===== config.mk =====
export PLATFORM = sky130hd
export DESIGN_NAME = multicycle_control_flat
export DESIGN_NICKNAME = d
export VERILOG_FILES = /design/src/rtl/multicycle_control_pkg.sv /design/src/rtl/multicycle_control_if.sv /design/src/rtl/multicycle_control_pc_next_select.sv /design/src/rtl/multicycle_control.sv /design/src/flat_wrapper.sv
export SDC_FILE = /design/constraint.sdc
export NUM_CORES = 1
export LEC_CHECK = 0
export ABC_CLOCK_PERIOD_IN_PS = 2500
export CAP_MARGIN = 20
export CORE_MARGIN = 5
export CORE_UTILIZATION = 46
export DETAILED_ROUTE_END_ITERATION = 10
export PLACE_DENSITY = 0.78
export SLEW_MARGIN = 5
export SYNTH_ARGS = -nofsm -noshare
export SYNTH_HDL_FRONTEND = slang
export SYNTH_SLANG_ARGS = --single-unit

===== constraint.sdc =====
create_clock -name clk -period 2.5 [get_ports clk]
set_input_delay 0.375 -clock clk [delete_from_list [all_inputs] [get_ports clk]]
set_output_delay 0.375 -clock clk [all_outputs]
set_load 0.02 [all_outputs]

===== src/rtl/multicycle_control_pkg.sv =====
// Shared encodings for the multi-cycle RV32I sequencer:
// FSM states, PC-next selects and reused decoder fields.
package multicycle_control_pkg;

   typedef enum logic [2:0] {
      ST_FETCH     = 3'd0,
      ST_DECODE    = 3'd1,
      ST_EXECUTE   = 3'd2,
      ST_MEM       = 3'd3,
      ST_WRITEBACK = 3'd4,
      ST_HALT      = 3'd5
   } state_e;

   typedef enum logic [1:0] {
      PC_PLUS4  = 2'b00,
      PC_JAL    = 2'b01,
      PC_JALR   = 2'b10,
      PC_BRANCH = 2'b11
   } pc_sel_e;

   localparam logic [1:0] INPUT_REG_MEM = 2'b10;
   localparam logic [1:0] JMP_JAL       = 2'b01;
   localparam logic [1:0] JMP_JALR      = 2'b10;

endpackage


===== src/rtl/multicycle_control_if.sv =====
// Instruction/data memory handshake bundle between
// the sequencer (master) and the memory side (slave).
interface multicycle_control_if;

   logic imem_req;
   logic imem_ready;
   logic ir_we;
   logic dmem_req;
   logic dmem_we;
   logic dmem_ready;

   modport master (
      output imem_req,
      output ir_we,
      output dmem_req,
      output dmem_we,
      input  imem_ready,
      input  dmem_ready
   );

   modport slave (
      input  imem_req,
      input  ir_we,
      input  dmem_req,
      input  dmem_we,
      output imem_ready,
      output dmem_ready
   );

endinterface


===== src/rtl/multicycle_control_pc_next_select.sv =====
// PC-next priority encoder: jal, then jalr, then taken
// branch, else pc+4.
module pc_next_select
   import multicycle_control_pkg::*;
(
   input  logic [1:0] jmp_pc_i,
   input  logic       b_pc_i,
   input  logic       branch_taken_i,
   output pc_sel_e    pc_sel_o
);

   always_comb begin
      pc_sel_o = PC_PLUS4;
      priority case (1'b1)
         (jmp_pc_i == JMP_JAL):     pc_sel_o = PC_JAL;
         (jmp_pc_i == JMP_JALR):    pc_sel_o = PC_JALR;
         (b_pc_i & branch_taken_i): pc_sel_o = PC_BRANCH;
         default:                   pc_sel_o = PC_PLUS4;
      endcase
   end

endmodule


===== src/rtl/multicycle_control.sv =====
// Multi-cycle instruction sequencer: FETCH/DECODE/EXECUTE/
// MEM/WRITEBACK/HALT with memory handshakes and instret.
module multicycle_control
   import multicycle_control_pkg::*;
#(
   parameter int CNT_WIDTH = 32
) (
   input  logic                 clk,
   input  logic                 rst_n,
   multicycle_control_if.master mem,
   input  logic                 dec_we_reg,
   input  logic                 dec_mem_we,
   input  logic [1:0]           dec_input_reg,
   input  logic [1:0]           dec_jmp_pc,
   input  logic                 dec_b_pc,
   input  logic                 branch_taken,
   output logic                 rf_we,
   output logic                 pc_we,
   output logic [1:0]           pc_sel,
   input  logic                 halt,
   output logic                 halted,
   output logic [2:0]           state,
   output logic [CNT_WIDTH-1:0] instret
);

   state_e               state_q, state_d;
   logic [CNT_WIDTH-1:0] instret_q, instret_d;

   logic    is_load, is_store;
   logic    imem_req_s, ir_we_s, dmem_req_s, dmem_we_s;
   logic    rf_we_s, pc_we_s;
   pc_sel_e pc_sel_s, wb_sel;

   assign is_load  = dec_we_reg & (dec_input_reg == INPUT_REG_MEM);
   assign is_store = dec_mem_we;

   pc_next_select u_pc_sel (
      .jmp_pc_i       (dec_jmp_pc),
      .b_pc_i         (dec_b_pc),
      .branch_taken_i (branch_taken),
      .pc_sel_o       (wb_sel)
   );

   always_comb begin
      state_d    = state_q;
      instret_d  = instret_q;
      imem_req_s = 1'b0;
      ir_we_s    = 1'b0;
      dmem_req_s = 1'b0;
      dmem_we_s  = 1'b0;
      rf_we_s    = 1'b0;
      pc_we_s    = 1'b0;
      pc_sel_s   = PC_PLUS4;
      case (state_q)
         ST_FETCH: begin
            if (halt) begin
               state_d = ST_HALT;
            end else begin
               imem_req_s = 1'b1;
               if (mem.imem_ready) begin
                  ir_we_s = 1'b1;
                  state_d = ST_DECODE;
               end
            end
         end
         ST_DECODE:  state_d = ST_EXECUTE;
         ST_EXECUTE: begin
            state_d = (is_load | is_store) ? ST_MEM : ST_WRITEBACK;
         end
         ST_MEM: begin
            dmem_req_s = 1'b1;
            dmem_we_s  = is_store;
            // Stores retire here; loads still need the rd write.
            if (mem.dmem_ready) begin
               if (is_store) begin
                  pc_we_s   = 1'b1;
                  instret_d = instret_q + CNT_WIDTH'(1);
                  state_d   = ST_FETCH;
               end else begin
                  state_d = ST_WRITEBACK;
               end
            end
         end
         ST_WRITEBACK: begin
            rf_we_s   = dec_we_reg;
            pc_we_s   = 1'b1;
            pc_sel_s  = wb_sel;
            instret_d = instret_q + CNT_WIDTH'(1);
            state_d   = ST_FETCH;
         end
         ST_HALT: begin
            if (!halt) state_d = ST_FETCH;
         end
         default: state_d = ST_FETCH;
      endcase
   end

   always_ff @(posedge clk or negedge rst_n) begin
      if (!rst_n) begin
         state_q   <= ST_FETCH;
         instret_q <= '0;
      end else begin
         state_q   <= state_d;
         instret_q <= instret_d;
      end
   end

   // Strobes are gated so nothing fires while reset is held.
   assign mem.imem_req = rst_n & imem_req_s;
   assign mem.ir_we    = rst_n & ir_we_s;
   assign mem.dmem_req = rst_n & dmem_req_s;
   assign mem.dmem_we  = rst_n & dmem_we_s;
   assign rf_we        = rst_n & rf_we_s;
   assign pc_we        = rst_n & pc_we_s;
   assign pc_sel       = rst_n ? pc_sel_s : PC_PLUS4;
   assign halted       = rst_n & (state_q == ST_HALT);
   assign state        = state_q;
   assign instret      = instret_q;

endmodule


===== src/flat_wrapper.sv =====
// flat-port wrapper written by rule: the top's interface ports become plain ports
module multicycle_control_flat import multicycle_control_pkg::*;
#(
   parameter int CNT_WIDTH = 32
)
  (clk, rst_n, dec_we_reg, dec_mem_we, dec_input_reg, dec_jmp_pc, dec_b_pc, branch_taken, rf_we, pc_we, pc_sel, halt, halted, state, instret, mem_imem_req, mem_ir_we, mem_dmem_req, mem_dmem_we, mem_imem_ready, mem_dmem_ready);
  multicycle_control_if mem_i ();
  input  logic clk;
  input  logic rst_n;
  input  logic dec_we_reg;
  input  logic dec_mem_we;
  input  logic [1:0] dec_input_reg;
  input  logic [1:0] dec_jmp_pc;
  input  logic dec_b_pc;
  input  logic branch_taken;
  output logic rf_we;
  output logic pc_we;
  output logic [1:0] pc_sel;
  input  logic halt;
  output logic halted;
  output logic [2:0] state;
  output logic [CNT_WIDTH-1:0] instret;
  output wire logic [$bits(mem_i.imem_req)-1:0] mem_imem_req;
  output wire logic [$bits(mem_i.ir_we)-1:0] mem_ir_we;
  output wire logic [$bits(mem_i.dmem_req)-1:0] mem_dmem_req;
  output wire logic [$bits(mem_i.dmem_we)-1:0] mem_dmem_we;
  input wire logic [$bits(mem_i.imem_ready)-1:0] mem_imem_ready;
  input wire logic [$bits(mem_i.dmem_ready)-1:0] mem_dmem_ready;
  assign mem_imem_req = mem_i.imem_req;
  assign mem_ir_we = mem_i.ir_we;
  assign mem_dmem_req = mem_i.dmem_req;
  assign mem_dmem_we = mem_i.dmem_we;
  assign mem_i.imem_ready = mem_imem_ready;
  assign mem_i.dmem_ready = mem_dmem_ready;
  multicycle_control #(.CNT_WIDTH(CNT_WIDTH)) u_core (.clk(clk), .rst_n(rst_n), .mem(mem_i), .dec_we_reg(dec_we_reg), .dec_mem_we(dec_mem_we), .dec_input_reg(dec_input_reg), .dec_jmp_pc(dec_jmp_pc), .dec_b_pc(dec_b_pc), .branch_taken(branch_taken), .rf_we(rf_we), .pc_we(pc_we), .pc_sel(pc_sel), .halt(halt), .halted(halted), .state(state), .instret(instret));
endmodule

==> impl.org, run 1 <==
** Routing
- After detailed routing, the met2 layer carries 1916 um of wire.
- Total routed wire length on the met1 layer :: 1775 um
- The routed design uses 363 um of met3 wire.
- For this run, design rule violations remaining after detail routing come to 0.
- Wire length per cell after detailed routing :: 14.06 um
- The final route contains 1527 vias.
- Detailed Routing Iterations Pass 1 :: 4
- Using the TritonRoute via totals, the vias-per-cell ratio works out to 5.229.
- Routed Antenna Nets :: 0
- For this block, the initial DRC count from the detailed router was 48.
- Signal routing reaches up to met4.
- WL final :: 4106 um

** Global route
- All-layer global routing usage :: 16.89%
- After global routing the overflow that remains totals 0.
- The number of antenna violations at the first check in global routing was 0.
- Via count of the first global-routing pass :: 1516
- Wire length of the first global-routing pass :: 6989 um
- Entering global routing, the biggest net connects 24 pins.

** Final layout
- Excluding fillers, the count of instances in the completed layout stands at 292.
- N_diodes :: 0
- Of the cells placed in the final design, the portion with a size suffix greater than 1 is 9.016%.
- Fill cell instance count of the final layout :: 310
- Area added between synthesis and finish :: 42.53%
- Layout net count :: 257
- Design Area, Final :: 0.002579 sq mm

** Setup path
- STA classifies the critical path startpoint as a flip-flop.
- Setup crit start :: u_core.state[0]$_DFFE_PN0P_
- Cell breakdown of the critical path :: nor4_2 > and2_1 > clkdlybuf4s50_1
- Crit path buffers/inverters :: 1
- In this run the critical register-to-register path is launched from u_core.state[2]$_DFFE_PN0P_.
- In this design, the stage delay of the slowest critical-path cell is 610 ps.
- Data on the critical path is required at its endpoint by 2120 ps.
- The worst setup path is captured at an output pin.
- The largest individual stage delay along the critical path comes from the cell sky130_fd_sc_hd__clkdlybuf4s50_1.
- The cell family contributing the most delay on the critical path is simple AND/OR/NAND/NOR gates.
- The critical path is of the flip-flop to output pin type.
- Maximum fanout along the worst path :: 11
- In this run the register-to-register setup slack is 480 ps.
- Data arrives at the worst endpoint at 2000 ps.

** Placement
- The placed instances occupy a cell area of 0.002435 sq mm.
- Post-DP HPWL :: 3136 um
- During placement, the flow inserted port buffers numbering 56.
- # placed instances :: 283
- GPL Wtd Cong :: 0.8182

** Run
- Max-cap violations in this run came to 0.

** Logic synthesis
- Share of synthesized registers carrying an async set or reset :: 100.0%
- Top_reg_cell synth :: sky130_fd_sc_hd__dfrtp_1
- Cell Area, Synth :: 0.001809 sq mm
- Sequential-to-total area share from yosys stat :: 48.41%
- The number of nets handed over by synthesis was 192.
- Library cells used by synthesis :: 40
- The cell count after synthesis came out at 178.
- Number of flops mapped to enable cells by yosys :: 0
- In this run the mean area of a mapped cell was 10.16 sq um.
- During synthesis, Yosys emitted a total of 0 warnings.
- The synthesized design contains 35 register bits.

** Floorplanning
- The floorplan step set the die width to 72.72 um.
- The floorplan step set the die height to 72.72 um.
- Number of top-level design ports :: 57
- The core region is 0.003744 sq mm.
- Die Outline Area :: 0.005287 sq mm
- Initial cell density of the core :: 48.33%
- The floorplan has 22 rows.

** CTS
- After clock tree synthesis, the clock-pin slew on the worst setup and hold paths is 70 ps.
- H-tree level count :: 2
- Clock latency on the worst-skew pair, taken at its later pin, is 290 ps.
- Root Buffer :: sky130_fd_sc_hd__clkbuf_8
- The clock passes through at most 2 buffers.
- TritonCTS built the clock tree.
- CTS sink cnt :: 35
- Number of post-CTS setup repair buffers :: 0
- Clock tree synthesis inserted a total of 5 buffers.

** Power and ir drop
- The analysis attributes to cell leakage a power of 1.201 nW.
- Power density of the placed cells :: 713.0 mW/mm^2
- Post-layout total power :: 1.839 mW
- Highest ir drop seen on vdd :: 0.4193 mV

** STA
- Worst clock skew on the final layout :: 5.041 ps
- Final sum of negative setup slack :: 0 ps
- Setup repair after global routing left no endpoint under its margin.
- Max Fclk :: 421.3 MHz
- Worst rel slew slack :: 60.68%
- The number of max-slew violations in the final report was 0.
- Setup violations remaining at the end of the flow were counted as 0.
- At the pin with the least slew margin, the transition time is 585.2 ps.
- The worst path needs 2374 ps of the cycle, external delays included.
- Final cycle utilization of the critical path :: 94.95%
- Final hold violation count :: 0
- Post-route worst hold slack :: 469.1 ps

** Min path
- The startpoint identified for the worst hold timing path is u_core.instret[31]$_DFFE_PN0P_.
- The min-delay analysis places its worst path in the category flip-flop to flip-flop.

** Status
- Outcome :: complete, no violations
path summary, 6_finish.rpt:
check,cells after the start,end
setup / recovery,3,mem_imem_req
hold / removal,1,u_core.instret[31]$_DFFE_PN0P_
setup reg to reg,5,u_core.instret[25]$_DFFE_PN0P_
hold reg to reg,1,u_core.instret[31]$_DFFE_PN0P_
max in group asynchronous,3,u_core.instret[26]$_DFFE_PN0P_
min in group asynchronous,2,u_core.state[0]$_DFFE_PN0P_
per-layer routing:
layer  global-route usage, %  up-vias
met5                       0        -
met4                   4.303        0
met3                   7.163        5
met2                   26.95       44
li1                        -      751
met1                   21.09      727
flip-flops by register name, summed over array words and instances (netlist names):
register        cells
u_core.state        3
u_core.instret     32
layout make-up:
cell class / instances / area [sq um] / area share (%)
tap: 48 / 60.06 / 2.329
multi-input combinational: 134 / 893.4 / 34.64
inverter: 5 / 18.77 / 0.7278
clock buffer: 6 / 82.58 / 3.202
clock inverter: 2 / 35.03 / 1.359
sequential: 35 / 878.3 / 34.06
timing repair buffer: 62 / 610.6 / 23.68
cells in the final DEF (no fill, tap or decap), types with 2 or more instances in the layout:
master and count:
sky130_fd_sc_hd__and2_1 6, sky130_fd_sc_hd__and3_1 10, sky130_fd_sc_hd__and4_1 2, sky130_fd_sc_hd__buf_4 5
sky130_fd_sc_hd__clkbuf_8 6, sky130_fd_sc_hd__clkdlybuf4s50_1 52, sky130_fd_sc_hd__dfrtp_1 33, sky130_fd_sc_hd__dfrtp_2 2
sky130_fd_sc_hd__dlymetal6s2s_1 3, sky130_fd_sc_hd__inv_1 5, sky130_fd_sc_hd__nand2_1 20, sky130_fd_sc_hd__nand3_1 11
sky130_fd_sc_hd__nand4_1 9, sky130_fd_sc_hd__nor2_1 12, sky130_fd_sc_hd__nor3_1 5, sky130_fd_sc_hd__nor4_1 4
sky130_fd_sc_hd__nor4_2 2, sky130_fd_sc_hd__xnor2_1 21, sky130_fd_sc_hd__xor2_1 10
cells by family after synthesis:
group,after synthesis,synth area share (%)
and+or+nand+nor,90,27.11
DFF,35,48.41
xor gates and xnor gates,31,15.01
AOI/OAI and AO/OA,11,5.671
buffers and inverters,9,2.559
adders and majority gates,2,1.245
power breakdown:
group	switching, mW	internal, mW
clock	0.197	0.322
sequential	0.123	0.627
combinational	0.290	0.280
metrics by stage:
stage / setup slack, ps / utilization (%)
2_1_floorplan: 599.0 / -
3_3_place_gp: 94.96 / 65.04
3_5_place_dp: 65.58 / 65.04
4_1_cts: 24.26 / 68.62
5_1_grt: 40.52 / 68.88
6_report: 126.2 / 68.88
synth_stat cells, types with 2 or more instances:
library cell / count / share of area, %
sky130_fd_sc_hd__and2_1: 6 / 2.1
sky130_fd_sc_hd__and3_1: 10 / 3.5
sky130_fd_sc_hd__and4_1: 2 / 0.97
sky130_fd_sc_hd__dfrtp_1: 35 / 48
sky130_fd_sc_hd__inv_1: 5 / 1.0
sky130_fd_sc_hd__nand2_1: 20 / 4.1
sky130_fd_sc_hd__nand3_1: 11 / 3.0
sky130_fd_sc_hd__nand4_1: 9 / 3.1
sky130_fd_sc_hd__nor2_1: 12 / 2.5
sky130_fd_sc_hd__nor3_1: 5 / 1.4
sky130_fd_sc_hd__nor4_1: 5 / 1.7
sky130_fd_sc_hd__xnor2_1: 21 / 10
sky130_fd_sc_hd__xor2_1: 10 / 4.8
worst reg2reg max path: stages, from the launching register on:
cell	delay, ps
sky130_fd_sc_hd__dfrtp_1	480
sky130_fd_sc_hd__and2b_2	310
sky130_fd_sc_hd__a22oi_4	80
sky130_fd_sc_hd__or3_1	490
sky130_fd_sc_hd__nor4_1	380
sky130_fd_sc_hd__xor2_1	200
repair_timing:
item / in CTS / in global routing
resized for setup: 1 / 5
setup endpoints to repair: 2 / 5
hold buffers: 1 / 0
hold endpoints to repair: 1 / 0
(Power assumes the default switching activity.)
==> inputs of run 2 (changes only) <==
--- a/config.mk
+++ b/config.mk
@@ -9,6 +9,7 @@
 export CAP_MARGIN = 20
 export CORE_MARGIN = 5
 export CORE_UTILIZATION = 46
+export CTS_CLUSTER_DIAMETER = 200
 export DETAILED_ROUTE_END_ITERATION = 10
 export PLACE_DENSITY = 0.78
 export SLEW_MARGIN = 5
==> results of run 2 <==
Final layout, timing and power as in run 1 (identical DEF).
==> inputs of run 3 (changes only) <==
--- a/config.mk
+++ b/config.mk
@@ -5,7 +5,6 @@
 export SDC_FILE = /design/constraint.sdc
 export NUM_CORES = 1
 export LEC_CHECK = 0
-export ABC_CLOCK_PERIOD_IN_PS = 2500
 export CAP_MARGIN = 20
 export CORE_MARGIN = 5
 export CORE_UTILIZATION = 46
==> results of run 3 <==
Final layout, timing and power as in run 1 (identical DEF).
==> RTL edit: new RTL, settings of run 3 <==
`CNT_WIDTH` is set to 32 in 2 places; all go to 48.
--- a/src/rtl/multicycle_control.sv
+++ b/src/rtl/multicycle_control.sv
@@ -3,7 +3,7 @@
 module multicycle_control
    import multicycle_control_pkg::*;
 #(
-   parameter int CNT_WIDTH = 32
+   parameter int CNT_WIDTH = 48
 ) (
    input  logic                 clk,
    input  logic                 rst_n,
--- a/src/flat_wrapper.sv
+++ b/src/flat_wrapper.sv
@@ -1,7 +1,7 @@
 // flat-port wrapper written by rule: the top's interface ports become plain ports
 module multicycle_control_flat import multicycle_control_pkg::*;
 #(
-   parameter int CNT_WIDTH = 32
+   parameter int CNT_WIDTH = 48
 )
   (clk, rst_n, dec_we_reg, dec_mem_we, dec_input_reg, dec_jmp_pc, dec_b_pc, branch_taken, rf_we, pc_we, pc_sel, halt, halted, state, instret, mem_imem_req, mem_ir_we, mem_dmem_req, mem_dmem_we, mem_imem_ready, mem_dmem_ready);
   multicycle_control_if mem_i ();
Ports: changed (resized instret); port bits go from 57 to 73. The function was not compared with the original's and may differ.
==> RTL edit against run 3 <==
- sequential cell count grew 16
- clock skew grew 0.00087 ns
- synthesized cell count grew 46%
- combinational power shrank 5.3%
- sequential power grew 35%
- count of clock-buffer cells in the layout grew 1
- core utilization shrank 4.6 points
- routed wire length grew 44%
- area after synthesis grew 44%
- design area grew 37%
- via count grew 43%
- power grew 8.6%
- worst setup slack gained 0.014 ns
- critical endpoint is now pc_we
==> RTL edit: results (changes against run 3) <==
status finished, final reports clean; dominant cells by area after synthesis dfrtp_1 49%, xnor2_1 9.4%, xor2_1 6.1%, nand4_1 3.9%, nand2_1 3.8%; worst-margin pin slew 0.621 ns (+0.0355 ns); largest net degree at the start of global routing 51 (+110%); Worst Clk Skew 0.00591 ns (+0.000867 ns); share of cells above drive strength 1 8.21% (-0.81 points); global-route wire length before repair 9890 microns (+42%); sequential share of the synthesized area 49.1% (+0.70 points); CP Launch Point dec_mem_we; routed wl met3 493 microns (+36%); final setup margin 0.140 ns (+0.0136 ns); number of global-route vias before repair 2082 (+37%); Port-buffer cells 72 (+29%); worst slack at placement 0.112 ns (+0.0469 ns); Final nets 354 (+38%); largest delay contributor family on the critical path buffers and inverters; dpl hpwl 4420 microns (+41%); peak supply drop 0.578 mV (+38%); Fill cells 460 (+48%); Commonest cells post-synth 51 x dfrtp_1, 28 x xnor2_1, 26 x nand2_1; syn nets 273 (+42%); flop2flop setup slack 0.39 ns (-0.09 ns); reg2reg start u_core.instret[0]$_DFFE_PN0P_; max FFs per register 48 (+50%); top sig layer met4; Final GP Congestion 0.807 (-1.4%); Critical Path Fanout Max 5 (-6); global routing usage on met2 25.4% (-1.6 points); worst r2r dst u_core.instret[42]$_DFFE_PN0P_; GRT Overall Usage 16.7% (-0.23 points); met3 Use GR 5.83% (-1.3 points); Critical Path End pc_we
RTL edit: cell types whose count changed in the layout (fill, tap and decap cells not counted), moves of 8 or more:
| cell | run 3 | this run |
|---|---|---|
| clkdlybuf4s50_1 | 52 | 71 |
| xor2_1 | 10 | 18 |
| nor2_1 | 12 | 22 |
| dfrtp_1 | 33 | 49 |
RTL edit: what timing repair did:
action	4_1_cts	5_1_grt
hold buffers	1	0
gates resized for setup	0	4
hold endpoints to repair	1	0
setup endpoints to repair	0	3
RTL edit: final cells by class:
class / count / area, sq um / area share [%]
multi-input combinational: 194 / 1280 / 36.2
sequential: 51 / 1280 / 36.1
timing repair buffer: 80 / 778 / 22.0
tap: 72 / 90.1 / 2.55
clock buffer: 7 / 76.3 / 2.16
inverter: 8 / 30.0 / 0.848
clock inverter: 1 / 5.00 / 0.141
RTL edit: logic make-up (layout without fill, tap and decap cells):
family | count (synthesis) | after routing | synth area share (%)
xor gates and xnor gates | 47 | 47 | 16.1
adders and majority gates | 2 | 2 | 0.867
buffers and inverters | 14 | 96 | 2.02
and+or+nand+nor | 132 | 132 | 28.2
AOI/OAI and AO/OA | 12 | 12 | 3.27
DFF | 51 | 51 | 49.1
muxes | 1 | 1 | 0.433
RTL edit: metrics by stage:
stage / hold WS (ns) / power [W] / instances / utilization, %
2_1_floorplan: 0.0794 / 0.00130 / 259 / -
3_3_place_gp: 0.195 / 0.00155 / 404 / 62.4
3_5_place_dp: 0.196 / 0.00155 / 404 / 62.4
4_1_cts: 0.302 / 0.00200 / 413 / 64.0
5_1_grt: 0.348 / 0.00211 / 413 / 64.3
6_report: 0.279 / 0.00200 / 413 / 64.3
RTL edit: report_power, final:
group          switching (W)  internal, W
clock network       0.000247     0.000197
registers           0.000128     0.000885
logic               0.000273     0.000267
total               0.000648      0.00135
